`config.mk`:
```
export PLATFORM = sky130hd
export DESIGN_NAME = mult_seq_ctrl
export DESIGN_NICKNAME = d
export VERILOG_FILES = /design/src/rtl/mult_seq_ctrl.sv
export SDC_FILE = /design/constraint.sdc
export NUM_CORES = 1
export LEC_CHECK = 0
export ABC_AREA = 1
export ABC_CLOCK_PERIOD_IN_PS = 1350
export CAP_MARGIN = 15
export CORE_AREA = 2 2 59 50
export DETAILED_ROUTE_END_ITERATION = 10
export DIE_AREA = 0 0 61 52
export PLACE_DENSITY = 0.8
export SETUP_SLACK_MARGIN = 0.4
export SLEW_MARGIN = 20
export SYNTH_ARGS = -nofsm -noshare
export SYNTH_HDL_FRONTEND = slang
export SYNTH_SLANG_ARGS = --single-unit
```
`constraint.sdc`:
```
create_clock -name clk -period 1.35 [get_ports clk]
set_input_delay 0.27 -clock clk [delete_from_list [all_inputs] [get_ports clk]]
set_output_delay 0.27 -clock clk [all_outputs]
set_load 0.01 [all_outputs]
```
`src/rtl/mult_seq_ctrl.sv`:
```
// mult_seq_ctrl: unsigned 4x4 shift-and-add multiplier. It has no adder of its own and
// time-shares one external 4-bit adder.
//
// Ports:
//   clk       system clock; all state changes on the rising edge
//   rst       asynchronous, active-high reset
//   start     multiply request; sampled only in idle
//   a, b      multiplicand and multiplier; captured on the accepting edge
//   add_a     operand A to the external adder (P[7:4] in CALC, else 0)
//   add_b     operand B to the external adder (M or 0 in CALC, else 0)
//   add_s     external adder sum (carry-in 0)
//   add_cout  external adder carry-out
//   product   last completed result, registered
//   busy      high while calculating
//   done      one-cycle completion pulse

module mult_seq_ctrl (
    input  logic       clk,
    input  logic       rst,
    input  logic       start,
    input  logic [3:0] a,
    input  logic [3:0] b,
    output logic [3:0] add_a,
    output logic [3:0] add_b,
    input  logic [3:0] add_s,
    input  logic       add_cout,
    output logic [7:0] product,
    output logic       busy,
    output logic       done
);

    typedef enum logic [1:0] {
        StIdle = 2'b00,
        StCalc = 2'b01,
        StDone = 2'b10
    } state_t;

    state_t     state_q, state_d;
    logic [3:0] m_q, m_d;
    logic [7:0] p_q, p_d;
    logic [1:0] cnt_q, cnt_d;
    logic [7:0] product_d;
    logic [7:0] sum_shift;

    always_ff @(posedge clk or posedge rst) begin
        if (rst) begin
            state_q <= StIdle;
            m_q     <= 4'h0;
            p_q     <= 8'h00;
            cnt_q   <= 2'd0;
            product <= 8'h00;
        end else begin
            state_q <= state_d;
            m_q     <= m_d;
            p_q     <= p_d;
            cnt_q   <= cnt_d;
            product <= product_d;
        end
    end

    always_comb begin
        state_d   = state_q;
        m_d       = m_q;
        p_d       = p_q;
        cnt_d     = cnt_q;
        product_d = product;
        add_a     = 4'h0;
        add_b     = 4'h0;
        busy      = 1'b0;
        done      = 1'b0;
        // New partial product: adder result on top, multiplier bits shifted down by one.
        sum_shift = {add_cout, add_s, p_q[3:1]};

        case (state_q)
            StIdle: begin
                if (start) begin
                    m_d     = a;
                    p_d     = {4'b0000, b};
                    cnt_d   = 2'd0;
                    state_d = StCalc;
                end
            end
            StCalc: begin
                busy  = 1'b1;
                add_a = p_q[7:4];
                add_b = p_q[0] ? m_q : 4'h0;
                p_d   = sum_shift;
                cnt_d = cnt_q + 2'd1;
                if (cnt_q == 2'd3) begin
                    product_d = sum_shift;
                    state_d   = StDone;
                end
            end
            StDone: begin
                done    = 1'b1;
                state_d = StIdle;
            end
            default: begin
                state_d = StIdle;
            end
        endcase
    end

endmodule
```
==> results.cfg <==
[timing]
max_freq_mhz = 672.9
finalSetupTns_ps = -1004
rsz0062_at_grt = yes
timing.final.crit_share = 1.101
holdWs_ps = 291.0
fin_ws_ps = -136.1
report.final.hold_viol_count = 0
drv_slew = 0
tightest_slew_ps = 298.8
maxSlewHeadroom = 0.8008
period_minus_slack_ps = 1486
fin_worst_skew_ps = 4.802
final-setup-viol-count = 10

[synthesis]
ys_ff_latch = 24
synthSimpleGateAreaFrac = 0.2922
synth_fa_ha_area_frac = 0.01142
synth_cell_types = 15
synth-xor-area-share = 0
synth_top_family_by_area = simple AND/OR/NAND/NOR gates
yosysSeqAreaShare = 0.5479
syn_avg_cell_area_um2 = 8.367
synth_mux_area_frac = 0
postSynthCellCount = 131
synth_compound_area_frac = 0.06735
synth_warnings = 0
synth_nets = 148
synth_area_mm2 = 0.001096

[route]
wl_per_cell_um = 12.22
viasPerCell = 4.549
drtIter0Drc = 33
drc = 0
wl_mm = 2.737
ant_nets = 0
dr.pass1.iters = 4
num_vias = 1019

[layout]
num-nets-final = 205
multi_input_area_um2 = 564.3
fin_cells = 224
regArea_um2 = 601.8
stdcell_area_mm2 = 0.001787
final_core_util = 0.6829
final_cell_mix = nand2_1 (42), dfrtp_1 (23), buf_6 (17)
layout_commonest_cell = nand2_1
area_growth_pct = 63.01
drive_above_1_share = 0.4462
nFillCells = 213
antennaDiodeCount = 0

[pwr]
netSwitchingFraction = 0.4203
p_clk_frac = 0.075
total_power_mw = 4.124
p_int_mw = 2.391
powerDensity_mw_per_mm2 = 2308
vdd_drop_max_mv = 1.190
switchingPower_mw = 1.733
p_comb_frac = 0.600
leakage_nw = 0.8905
sequentialPowerShare = 0.325

[clock_tree]
numClockSinks = 24
cts.htree.levels = 1
cts_buffers = 3
cts_tree = yes
holdBufCountCts = 0
cts_max_path_buffers = 2
clkTransAtPathRegs_ps = 130
clockRootBuffer = clkbuf_4
insertion_delay_ps = 310

[setup_path]
cp.required_ps = 1080
critical_path.max_fanout = 4
crit_arrival_ps = 1220
start_kind = register
r2r_end = cnt_q[0]
reg2reg_setup_slack_ps = 10
reg2reg_depth = 6
end_kind = primary output
rr_startpoint = state_q[0]
worstSetupPathType = reg -> out

[global_routing]
overflow = 0
grt_pass1_wl_mm = 4.436
track_usage = 0.1923
antenna_found_initial = 0
grt_max_degree = 25
grt_pass1_vias = 1006

[run_status]
violations = setup timing
status = complete, but fails checks

[floorplan]
pin_count = 34
die_w_um = 61
core_area_mm2 = 0.002616
die-area_mm2 = 0.003172
die_h_um = 52
start_util = 0.4189
fp-row-count = 17

[placed_design]
io_buffers = 33
dp_slack_ps = -215.1
place_area_mm2 = 0.001589
gp_congestion = 0.8015
place_hpwl_mm = 1.847
place_inst = 209

[min_path]
hp-class = in -> async

[job]
drv_cap = 0
sequential cells by signal, indices dropped and copies added, names as in the netlist:
| name | cells |
|---|---|
| cnt_q | 2 |
| m_q | 4 |
| p_q | 8 |
| product | 8 |
| state_q | 2 |
worst max path at each step:
| stage | from | endpoint | slack, ps | cells after the start |
|---|---|---|---|---|
| 2_1_floorplan | state_q[1] | add_a[0] | 200 | 4 |
| 3_3_place_gp | state_q[0] | busy | -170 | 4 |
| 3_5_place_dp | state_q[1] | add_b[3] | -220 | 4 |
| 4_1_cts | state_q[0] | busy | -130 | 4 |
| 5_1_grt | state_q[0] | busy | -180 | 4 |
| 6_report | state_q[0] | busy | -140 | 4 |
power by group through the flow:
stage / Combinational [mW] / Sequential, mW / Clock [mW]
global route: 2.68 / 1.38 / 0.339
CTS: 2.34 / 1.32 / 0.311
floorplan: 1.22 / 1.30 / 0
detailed placement: 1.95 / 1.29 / 0
global placement: 1.89 / 1.28 / 0
finish: 2.47 / 1.34 / 0.309
timing repair:
| action | 4_1_cts | 5_1_grt |
|---|---|---|
| gates resized for setup | 109 | 11 |
| hold endpoints to repair | 0 | 0 |
| endpoints found under the setup margin | 42 | 42 |
| cloned | 1 | 0 |
| pin swaps | 6 | 3 |
| setup buffers | 8 | 3 |
logic make-up after synthesis:
| kind of cell | after synthesis |
|---|---|
| flops | 24 |
| fa+ha+maj | 1 |
| simple gates | 78 |
| compound gates | 11 |
| buf+inv | 17 |
synthesized netlist by cell type, drive strengths merged:
cell	count	area, um2
nand3	8	40.04
nand2	59	231.5
dfrtp	24	600.6
ha	1	12.51
o21ai	11	73.82
inv	13	51.31
nor2	11	48.80
buf	4	37.53
layout make-up:
cell class              instances  share of cell area
multi-input cells              91              0.3158
inverters                      13             0.03291
flip-flops and latches         24              0.3368
repair buffers                 55              0.2752
well taps                      38             0.02661
clock buffers                   3             0.01261
layer usage:
| layer | global-route usage | routed length (um) |
|---|---|---|
| met2 | 0.3351 | 1332 |
| met1 | 0.2385 | 1246 |
| met5 | 0 | 0 |
| met3 | 0.04726 | 123 |
| met4 | 0.04348 | 35 |
worst max-delay path: stages, from the launching register on:
cell and delay (ps):
dfrtp_2 550, buf_6 150, inv_4 30, nor2_4 80, buf_6 110
No activity file was read; power rests on OpenSTA's default activity.
